===== src/rtl/arb_pkg.sv =====
// Shared types and constants for the unified memory arbiter.
package arb_pkg;

  // Grant state machine states.
  typedef enum logic [1:0] {
    IDLE    = 2'd0,
    GRANT_I = 2'd1,
    GRANT_D = 2'd2,
    RESP    = 2'd3
  } arb_state_t;

  // Which port the IDLE arbitration decided to serve.
  typedef enum logic [1:0] {
    SEL_NONE = 2'd0,
    SEL_I    = 2'd1,
    SEL_D    = 2'd2
  } grant_sel_t;

  // Read data returned to a requester whose transaction was aborted.
  localparam logic [31:0] ERR_RDATA = 32'hDEAD_BEEF;

  // Data wins ties unless it has used up its streak while fetch waited.
  function automatic grant_sel_t pick_grant(input logic i_req,
                                            input logic d_req,
                                            input logic streak_full);
    if (d_req && !(i_req && streak_full))
      return SEL_D;
    else if (i_req)
      return SEL_I;
    else
      return SEL_NONE;
  endfunction

endpackage


===== src/rtl/mem_watchdog.sv =====
// Counts cycles spent waiting in a grant state and flags an abort
// one cycle after the last permitted cycle passes without mem_ack.
module mem_watchdog #(
  parameter int TIMEOUT = 64
) (
  input  logic clk,
  input  logic rst_n,
  input  logic start,
  input  logic active,
  input  logic ack,
  output logic expire
);

  localparam int W = (TIMEOUT > 1) ? $clog2(TIMEOUT) : 1;
  localparam logic [W-1:0] LAST = W'(TIMEOUT - 1);

  logic [W-1:0] wd_cnt;

  // Clear on grant entry, count while granted, register the expiry compare.
  always_ff @(posedge clk) begin
    if (!rst_n) begin
      wd_cnt <= '0;
      expire <= 1'b0;
    end else if (start) begin
      wd_cnt <= '0;
      expire <= 1'b0;
    end else if (active) begin
      wd_cnt <= wd_cnt + 1'b1;
      expire <= (wd_cnt == LAST) && !ack;
    end else begin
      expire <= 1'b0;
    end
  end

endmodule


===== src/rtl/unified_mem_arbiter.sv =====
// Arbitrates one single-ported memory between fetch (I) and data (D)
// ports. D has priority with a bounded streak; a watchdog aborts
// transactions that never see mem_ack. All outputs come from flops.
module unified_mem_arbiter
  import arb_pkg::*;
#(
  parameter int MAX_D_STREAK = 4,
  parameter int TIMEOUT      = 64
) (
  input  logic        clk,
  input  logic        rst_n,
  input  logic        i_req,
  input  logic [31:0] i_addr,
  output logic [31:0] i_rdata,
  output logic        i_ack,
  input  logic        d_req,
  input  logic        d_wen,
  input  logic [31:0] d_addr,
  input  logic [31:0] d_wdata,
  output logic [31:0] d_rdata,
  output logic        d_ack,
  output logic        mem_req,
  output logic        mem_wen,
  output logic [31:0] mem_addr,
  output logic [31:0] mem_wdata,
  input  logic [31:0] mem_rdata,
  input  logic        mem_ack,
  output logic        err_timeout
);

  localparam int SW = $clog2(MAX_D_STREAK + 1);
  localparam logic [SW-1:0] STREAK_MAX = SW'(MAX_D_STREAK);

  arb_state_t      state_reg, state_next;
  grant_sel_t      grant;
  logic [SW-1:0]   d_streak;
  logic            wd_start, wd_active, wd_expire;

  assign wd_start  = (state_reg == IDLE) && (grant != SEL_NONE);
  assign wd_active = (state_reg == GRANT_I) || (state_reg == GRANT_D);

  mem_watchdog #(.TIMEOUT(TIMEOUT)) u_watchdog (
    .clk    (clk),
    .rst_n  (rst_n),
    .start  (wd_start),
    .active (wd_active),
    .ack    (mem_ack),
    .expire (wd_expire)
  );

  // Next-state: arbitrate in IDLE, leave grant on ack or expiry.
  always_comb begin
    state_next = state_reg;
    grant      = SEL_NONE;
    case (state_reg)
      IDLE: begin
        grant = pick_grant(i_req, d_req, d_streak == STREAK_MAX);
        if (grant == SEL_I)      state_next = GRANT_I;
        else if (grant == SEL_D) state_next = GRANT_D;
      end
      GRANT_I, GRANT_D: begin
        if (mem_ack || wd_expire) state_next = RESP;
      end
      default: state_next = IDLE;
    endcase
  end

  // State, registered memory-side copy, response data and ack pulses.
  always_ff @(posedge clk) begin
    if (!rst_n) begin
      state_reg   <= IDLE;
      d_streak    <= '0;
      mem_req     <= 1'b0;
      mem_wen     <= 1'b0;
      mem_addr    <= '0;
      mem_wdata   <= '0;
      i_rdata     <= '0;
      d_rdata     <= '0;
      i_ack       <= 1'b0;
      d_ack       <= 1'b0;
      err_timeout <= 1'b0;
    end else begin
      state_reg <= state_next;
      i_ack     <= 1'b0;
      d_ack     <= 1'b0;
      case (state_reg)
        IDLE: begin
          if (grant == SEL_I) begin
            mem_req   <= 1'b1;
            mem_wen   <= 1'b0;
            mem_addr  <= i_addr;
            mem_wdata <= '0;
            d_streak  <= '0;
          end else if (grant == SEL_D) begin
            mem_req   <= 1'b1;
            mem_wen   <= d_wen;
            mem_addr  <= d_addr;
            mem_wdata <= d_wdata;
            if (!i_req)
              d_streak <= '0;
            else if (d_streak != STREAK_MAX)
              d_streak <= d_streak + 1'b1;
          end
        end
        GRANT_I, GRANT_D: begin
          if (mem_ack || wd_expire) begin
            mem_req   <= 1'b0;
            mem_wen   <= 1'b0;
            mem_addr  <= '0;
            mem_wdata <= '0;
            if (!mem_ack) err_timeout <= 1'b1;
            if (state_reg == GRANT_I) begin
              i_ack   <= 1'b1;
              i_rdata <= mem_ack ? mem_rdata : ERR_RDATA;
            end else begin
              d_ack   <= 1'b1;
              d_rdata <= !mem_ack ? ERR_RDATA : (mem_wen ? '0 : mem_rdata);
            end
          end
        end
        default: ;
      endcase
    end
  end

endmodule


===== config.mk =====
export PLATFORM = sky130hd
export DESIGN_NAME = unified_mem_arbiter
export DESIGN_NICKNAME = d
export VERILOG_FILES = /design/src/rtl/arb_pkg.sv /design/src/rtl/mem_watchdog.sv /design/src/rtl/unified_mem_arbiter.sv
export SDC_FILE = /design/constraint.sdc
export NUM_CORES = 1
export LEC_CHECK = 0
export CORE_MARGIN = 8
export CORE_UTILIZATION = 40
export DETAILED_ROUTE_END_ITERATION = 7
export DONT_BUFFER_PORTS = 1
export GPL_TIMING_DRIVEN = 1
export HOLD_SLACK_MARGIN = 0.15
export PLACE_DENSITY = 0.59
export SYNTH_ARGS = -nofsm -noshare
export SYNTH_HDL_FRONTEND = slang
export SYNTH_SLANG_ARGS = --single-unit

===== constraint.sdc =====
create_clock -name clk -period 2.8 [get_ports clk]
set_clock_uncertainty 0.2 [all_clocks]
set_input_delay 0.14 -clock clk [delete_from_list [all_inputs] [get_ports clk]]
set_output_delay 0.14 -clock clk [all_outputs]
set_load 0.03 [all_outputs]

==> results.json, run 1 <==
{
  "h-tree-depth": 4,
  "clk_path_buf_depth": 2,
  "ys_ff_latch": 145,
  "postSynthCellCount": 622,
  "clock-sinks": 145,
  "numCtsBuffers": 17,
  "place_congestion": 0.7623,
  "status": "aborted with a tool error",
  "ys_seq_area_frac": 0.4773,
  "hold_buffers": 161,
  "fp-row-count": 45,
  "syn_nets": 765,
  "fp.dieW_microns": 139.3,
  "io_buffers": 0,
  "cts_resized": 0,
  "syn-cell-area_sq_um": 6082,
  "yosysWarningCount": 0,
  "error_line": "[ERROR RSZ-0060] Max buffer count reached.",
  "start_util": 0.4046,
  "synthesis.area_per_instance_sq_um": 9.778,
  "die_h_microns": 139.3,
  "dp_hpwl_microns": 11730,
  "post_cts_buffers": 0,
  "ys_types": 44,
  "failed_stage": "4_1_cts",
  "io_pins": 267,
  "dpl_cell_area_sq_um": 6193,
  "root_buffer": "clkbuf_16"
}
Yosys cell counts, drive strengths merged:
cell type / count / area, sq um
dfxtp: 145 / 2903
nand2: 77 / 289.0
inv: 35 / 131.4
a22o: 33 / 289.0
mux2i: 33 / 330.3
mux2: 32 / 360.4
clkbuf: 31 / 116.4
nor2: 31 / 116.4
buf: 27 / 161.4
a311oi: 25 / 219.0
o211a: 24 / 240.2
o2111ai: 23 / 201.4
a21oi: 22 / 110.1
o21ai: 15 / 78.82
nand3: 12 / 60.06
nand4: 10 / 62.56
ha: 9 / 112.6
nor2b: 5 / 31.28
nand2b: 3 / 18.77
nor3b: 3 / 27.52
o211ai: 3 / 22.52
o31ai: 3 / 22.52
or3: 3 / 18.77
xor2: 3 / 26.28
a31oi: 2 / 12.51
nor4: 2 / 12.51
a2111oi: 1 / 27.53
a21bo: 1 / 10.01
a31o: 1 / 8.760
and3: 1 / 6.260
and4b: 1 / 10.01
nand4b: 1 / 8.760
nor3: 1 / 5.000
o21a: 1 / 7.510
o31a: 1 / 8.760
or2: 1 / 6.260
xnor2: 1 / 8.760
through the flow:
stage               std cells  utilization  worst slack (ps)
floorplan                 622            -             292.4
global placement          767       0.4120             299.3
detailed placement        767       0.4120             186.4
logic make-up after synthesis:
group | synth area share
adder cells (fa/ha/maj) | 0.01852
buffers and inverters | 0.06727
XOR/XNOR | 0.005761
AO/OA/AOI/OAI | 0.2070
AND/OR/NAND/NOR | 0.1107
flip-flops | 0.4773
multiplexers | 0.1136
==> run 2: changes to the inputs <==
--- a/config.mk
+++ b/config.mk
@@ -6,12 +6,11 @@
 export NUM_CORES = 1
 export LEC_CHECK = 0
 export CORE_MARGIN = 8
-export CORE_UTILIZATION = 40
+export CORE_UTILIZATION = 25
 export DETAILED_ROUTE_END_ITERATION = 7
 export DONT_BUFFER_PORTS = 1
 export GPL_TIMING_DRIVEN = 1
-export HOLD_SLACK_MARGIN = 0.15
-export PLACE_DENSITY = 0.59
+export PLACE_DENSITY_LB_ADDON = 0.15
 export SYNTH_ARGS = -nofsm -noshare
 export SYNTH_HDL_FRONTEND = slang
 export SYNTH_SLANG_ARGS = --single-unit
==> results.json, run 2 <==
{
  "status": "finished, final reports clean",
  "routed_wirelength_microns": 20480,
  "power.total_mw": 9.210,
  "postRouteAntennaNets": 0,
  "n_antenna_cell": 0,
  "dpl_cell_area_sq_um": 6391,
  "finalSetupViolations": 0,
  "wl_per_cell_microns": 19.03,
  "critical_path.max_stage_delay_ps": 550,
  "synthArstFlopShare": 0,
  "startpoint": "d_streak[0]",
  "numCtsBuffers": 17,
  "synthesis.area_per_instance_sq_um": 9.778,
  "crit_slowest_cell": "dlygate4sd3_1",
  "grt_pass1_vias": 5338,
  "clk_path_buf_depth": 2,
  "grt_use_met3": 0.05753,
  "ys.flop_type": "dfxtp_1",
  "nFillCells": 2447,
  "first_iter_violations": 269,
  "via_per_inst": 4.798,
  "synth-edff-count": 0,
  "r2r_start": "d_streak[0]",
  "regToRegEndpoint": "mem_addr[0]",
  "crit_family": "buffers and inverters",
  "yosysMostFrequentCell": "dfxtp_1",
  "antenna_found_initial": 0,
  "period_share": 0.9604,
  "h-tree-depth": 4,
  "worstSetupStartpointType": "register",
  "die_h_microns": 172.0,
  "grt_busiest_layer": "met2",
  "layout.cells.most_common_list": "dfxtp_1 (145), dlygate4sd3_1 (137), nand2_1 (77)",
  "fin_crit_ps": 2689,
  "peakVddDrop_mv": 0.4025,
  "muxShareOfSynthArea": 0.1136,
  "worstMarginPinSlew_ps": 816.4,
  "regToRegSetupSlack_ps": 110,
  "ff2ff_path_depth": 10,
  "p_per_area_nw_per_um2": 1085,
  "min_from": "mem_ack",
  "dp_hpwl_microns": 13360,
  "root_buffer": "clkbuf_16",
  "ys_ff_latch": 145,
  "core-area_sq_um": 24110,
  "track_usage": 0.1339,
  "fmax_mhz": 371.9,
  "start_util": 0.2523,
  "synth_top_family_by_area": "compound AO/OA/AOI/OAI gates",
  "synth_area_leader_cell": "dfxtp_1",
  "ys_types": 44,
  "drive_gt1_frac": 0.1277,
  "use_met2": 0.2213,
  "grt_remaining_overflow": 0,
  "syn_nets": 765,
  "cts_tree": "yes",
  "io_pins": 267,
  "drv_cap": 0,
  "postSynthCellCount": 622,
  "crit_required_ps": 2900,
  "final-hold-violation-count": 0,
  "fp-row-count": 57,
  "ys_top_cells_by_count": "dfxtp_1 (145), nand2_1 (77), inv_1 (34), a22o_1 (33), mux2i_1 (33)",
  "synth_top_area_frac": 0.4773,
  "holdPathEnd": "d_rdata[20]",
  "endpoint_kind": "register",
  "synth-adder-area-share": 0.01851,
  "io_buffers": 0,
  "worstPathArrival_ps": 2790,
  "clock_latency_ps": 410,
  "post_cts_buffers": 0,
  "place_congestion": 0.7031,
  "synth_area_leaders": "dfxtp_1 (48%), mux2_2 (5.9%), mux2i_1 (5.4%)",
  "dr.pass1.iters": 5,
  "worst-setup-path-type": "register to register",
  "syn-cell-area_sq_um": 6082,
  "synthSimpleGateAreaFrac": 0.1107,
  "fp.dieW_microns": 172.0,
  "tns_ps": 0,
  "cp_num_buf_inv": 3,
  "p_leak_nw": 3.453,
  "final_common_cell": "dfxtp_1",
  "grt_max_degree": 63,
  "nNetsFinal": 883,
  "min_path_type": "input port to register",
  "yosysWarningCount": 0,
  "slew_violations": 0,
  "path_cells": "inv_1 -> ha_1 -> a21bo_2 -> and3_1 -> ha_4 -> buf_6 -> mux2_2 -> dlygate4sd3_1 -> nand2_1 -> mux2i_1",
  "path_clk_slew_ps": 60,
  "final_cell_area_sq_um": 8491,
  "ys_seq_area_frac": 0.4773,
  "cp.depth": 10,
  "hold_path_depth": 3,
  "met1_usage": 0.1568,
  "syn_to_final_growth_pct": 39.60,
  "num_vias": 5163,
  "fp.dieArea_sq_um": 29580,
  "clock-sinks": 145,
  "multi_input_area_sq_um": 2806,
  "synth-compound-area-share": 0.2070,
  "drcViolationCount": 0,
  "holdWs_ps": 45.00,
  "synth_xor_area_frac": 0.005760,
  "grt_pass1_wl_microns": 31130,
  "seqCellArea_sq_um": 2903,
  "path_max_fanout": 13,
  "relSlewSlack": 0.4533
}
[run 2: repair_timing]
item / in CTS / in global routing
endpoints found under the setup margin: 0 / 61
hold endpoints to repair: 145 / 2
gates resized for setup: 0 / 13
hold buffers: 138 / 1
[run 2: stage by stage]
step                cells  worst slack, ps  utilization
CTS                  1075            21.28       0.3496
finish               1076            110.9       0.3522
global route         1076           -6.741       0.3522
detailed placement    906            120.1       0.2651
global placement      906            192.4       0.2651
floorplan             622            292.4            -
[run 2: how the worst max path moves through the flow]
| stage | endpoint | slack [ps] |
|---|---|---|
| after floorplan | mem_addr[0] | 290 |
| after global placement | mem_addr[9] | 190 |
| after detailed placement | mem_wdata[26] | 120 |
| after CTS | d_rdata[12] | 20 |
| after global routing | mem_addr[14] | -7 |
| final | mem_addr[0] | 110 |
[run 2: cell type report]
class	count	area share
clock buffers	21	0.05423
multi-input cells	384	0.3305
inverters	35	0.01547
repair buffers	157	0.1914
well taps	324	0.04775
flip-flops and latches	145	0.3419
clock inverters	10	0.01871
[run 2: power breakdown]
part	switching [mW]	total [mW]	internal [mW]
registers	1.74	4.44	2.70
logic	1.24	2.35	1.11
clock network	0.889	2.42	1.53
[run 2: kinds of logic (layout without fill, tap and decap cells)]
family / Yosys count / count (layout)
AND/OR/NAND/NOR: 151 / 151
adder cells (fa/ha/maj): 9 / 9
XOR/XNOR: 4 / 4
AO/OA/AOI/OAI: 155 / 155
multiplexers: 65 / 65
buffers and inverters: 93 / 223
flip-flops: 145 / 145
[run 2: worst min-delay path, delay by kind of cell]
kind,cells,cell delay [ps]
compound gates,2,330
simple gates,1,140
[run 2: routing by layer]
layer / routed length (microns) / up-vias
met4: 183 / 0
met2: 9823 / 199
met1: 8362 / 2471
met5: 0 / -
met3: 2111 / 11
li1: - / 2482
Note: power is estimated with default switching activity, not from simulation.
==> run 3: changes to the inputs <==
--- a/config.mk
+++ b/config.mk
@@ -5,11 +5,12 @@
 export SDC_FILE = /design/constraint.sdc
 export NUM_CORES = 1
 export LEC_CHECK = 0
+export ABC_AREA = 1
 export CORE_MARGIN = 8
 export CORE_UTILIZATION = 25
 export DETAILED_ROUTE_END_ITERATION = 7
 export DONT_BUFFER_PORTS = 1
-export GPL_TIMING_DRIVEN = 1
+export GPL_TIMING_DRIVEN = 0
 export PLACE_DENSITY_LB_ADDON = 0.15
 export SYNTH_ARGS = -nofsm -noshare
 export SYNTH_HDL_FRONTEND = slang
==> results.json, run 3 <==
{
  "syn_nets": 1003,
  "clock-sinks": 145,
  "layout.cells.most_common_list": "nand2_1 (272), a21oi_1 (159), dfxtp_1 (144)",
  "synthArstFlopShare": 0,
  "grt_setup_unrepaired": "true",
  "endpoint_kind": "register",
  "ys_types": 25,
  "worstSetupStartpointType": "register",
  "start_util": 0.2536,
  "worstPathArrival_ps": 2780,
  "fp.dieW_microns": 172.6,
  "antenna_found_initial": 0,
  "regToRegSetupSlack_ps": 160,
  "min_from": "rst_n",
  "clock_latency_ps": 420,
  "synth-edff-count": 0,
  "drive_gt1_frac": 0.07422,
  "status": "finished, final reports clean",
  "crit_required_ps": 2940,
  "root_buffer": "clkbuf_16",
  "dr.pass1.iters": 4,
  "cts_tree": "yes",
  "r2r_start": "d_streak[0]",
  "track_usage": 0.1593,
  "die_h_microns": 172.6,
  "clk_path_buf_depth": 2,
  "synth_area_leader_cell": "dfxtp_1",
  "yosysWarningCount": 0,
  "worstMarginPinSlew_ps": 699.7,
  "fp.dieArea_sq_um": 29800,
  "regToRegEndpoint": "mem_addr[31]",
  "ff2ff_path_depth": 15,
  "finalSetupViolations": 0,
  "min_path_type": "input port to register",
  "holdPathEnd": "d_streak[0]",
  "fin_crit_ps": 2637,
  "grt_use_met3": 0.06600,
  "drcViolationCount": 0,
  "p_int_mw": 5.005,
  "holdWs_ps": 1.654,
  "ys_top_cells_by_count": "nand2_1 (272), a21oi_1 (163), dfxtp_1 (145), nor2_1 (77), o21ai_0 (68)",
  "p_leak_nw": 3.332,
  "postRouteAntennaNets": 0,
  "h-tree-depth": 4,
  "p_per_area_nw_per_um2": 1140,
  "final_common_cell": "nand2_1",
  "grt_busiest_layer": "met2",
  "period_share": 0.9417,
  "seqCellArea_sq_um": 2904,
  "fmax_mhz": 379.2,
  "grt_max_degree": 19,
  "n_antenna_cell": 0,
  "postSynthCellCount": 860,
  "met1_usage": 0.1831,
  "p_comb_frac": 0.343,
  "synthesis.area_per_instance_sq_um": 7.130,
  "worst-setup-path-type": "register to register",
  "hold_path_depth": 3,
  "grt_pass1_wl_microns": 37640,
  "final-hold-violation-count": 0,
  "core-area_sq_um": 24180,
  "ys_seq_area_frac": 0.4734,
  "syn-cell-area_sq_um": 6132,
  "nNetsFinal": 1154,
  "grt_pass1_vias": 6380,
  "num_vias": 6193,
  "post_cts_buffers": 0,
  "drv_cap": 0,
  "fp-row-count": 57,
  "io_buffers": 0,
  "multi_input_area_sq_um": 2841,
  "ys.flop_type": "dfxtp_1",
  "synth_area_leaders": "dfxtp_1 (47%), nand2_1 (17%), a21oi_1 (13%)",
  "io_pins": 267,
  "numCtsBuffers": 17,
  "ys_ff_latch": 145,
  "yosysMostFrequentCell": "nand2_1",
  "via_per_inst": 4.594,
  "switching_share": 0.4856,
  "use_met2": 0.2646,
  "synth_top_area_frac": 0.4734,
  "dp_hpwl_microns": 17520,
  "p_sw_mw": 4.725,
  "pwr-share-clk": 0.240,
  "routed_wirelength_microns": 24400,
  "relSlewSlack": 0.5336,
  "power.total_mw": 9.731,
  "slew_violations": 0,
  "wl_per_cell_microns": 18.10,
  "peakVddDrop_mv": 0.3524,
  "path_clk_slew_ps": 70,
  "seqPwrFrac": 0.417,
  "nFillCells": 2518,
  "syn_to_final_growth_pct": 39.22,
  "place_congestion": 0.7705,
  "path_max_fanout": 10,
  "first_iter_violations": 323,
  "grt_remaining_overflow": 0
}
==> run 3: cell types whose count changed after synthesis, sizes merged, moves of 33 or more <==
cell   previous run  this run
nor2             31        79
a22o             33         0
o21ai            15        69
a21oi            22       163
nand2            77       274
mux2i            33         0
==> run 3: worst max path at each step <==
stage	startpoint	slack [ps]	depth (start not counted)	end
finish	d_streak[0]	160	15	mem_addr[31]
global route	d_streak[0]	-20	15	mem_addr[31]
CTS	d_streak[0]	30	15	mem_addr[31]
detailed placement	d_streak[0]	-420	15	mem_addr[31]
global placement	d_streak[0]	-420	15	mem_addr[31]
floorplan	d_streak[0]	530	16	mem_addr[0]
==> run 3: power by group through the flow <==
stage | logic [mW] | clock network [mW] | registers [mW]
detailed placement | 3.12 | 0 | 4.12
global route | 3.79 | 2.49 | 4.13
finish | 3.33 | 2.34 | 4.06
floorplan | 2.26 | 0 | 3.90
CTS | 3.32 | 2.41 | 4.08
global placement | 3.13 | 0 | 4.13
==> run 3: per-layer routing <==
metal / vias to the layer above / routed length [microns]
met4: 0 / 433
met3: 31 / 2307
met1: 2841 / 10180
li1: 3102 / -
met2: 219 / 11480
met5: - / 0
==> run 3: area by class of cell <==
| cell class | count | area share |
|---|---|---|
| Clock inverter | 15 | 0.02125 |
| Timing Repair Buffer | 132 | 0.1548 |
| Tap cell | 324 | 0.04749 |
| Multi-Input combinational cell | 628 | 0.3328 |
| Buffer | 65 | 0.04368 |
| Sequential cell | 145 | 0.3402 |
| Clock buffer | 17 | 0.04983 |
| Inverter | 22 | 0.009966 |
==> run 3: cell families after synthesis <==
logic type / after synthesis / share of synthesized area
adders and majority gates: 9 / 0.01836
DFF: 145 / 0.4734
and+or+nand+nor: 385 / 0.2489
AOI/OAI and AO/OA: 233 / 0.1906
buffers and inverters: 87 / 0.06733
xor gates and xnor gates: 1 / 0.001429
==> run 3: worst max-delay path: stages (launching register included) <==
cell,delay (ps)
dfxtp_2,350
inv_1,50
ha_1,180
nand2_1,100
o21ai_0,80
nor2_1,150
inv_1,80
ha_1,180
clkbuf_4,180
inv_4,100
buf_6,180
buf_12,160
nand2_1,110
a21oi_4,240
nand2_1,80
a21oi_1,140
==> run 3: per-stage QoR <==
stage,std cells,instance area [sq um],util,setup slack [ps],TNS (ps)
floorplan,860,6132,-,534.0,0
finish,1348,8537,0.3531,163.2,0
global route,1348,8537,0.3531,-19.73,-44.29
CTS,1348,8487,0.3510,33.58,0
global placement,1184,6538,0.2704,-422.2,-1077
detailed placement,1184,6538,0.2704,-415.3,-1081
==> run 3: repair_timing <==
item / in CTS / in global routing
endpoints found under the hold margin: 134 / 0
cloned: 0 / 0
resized for setup: 6 / 17
pin swaps: 0 / 2
hold buffers: 132 / 0
setup endpoints to repair: 10 / 63
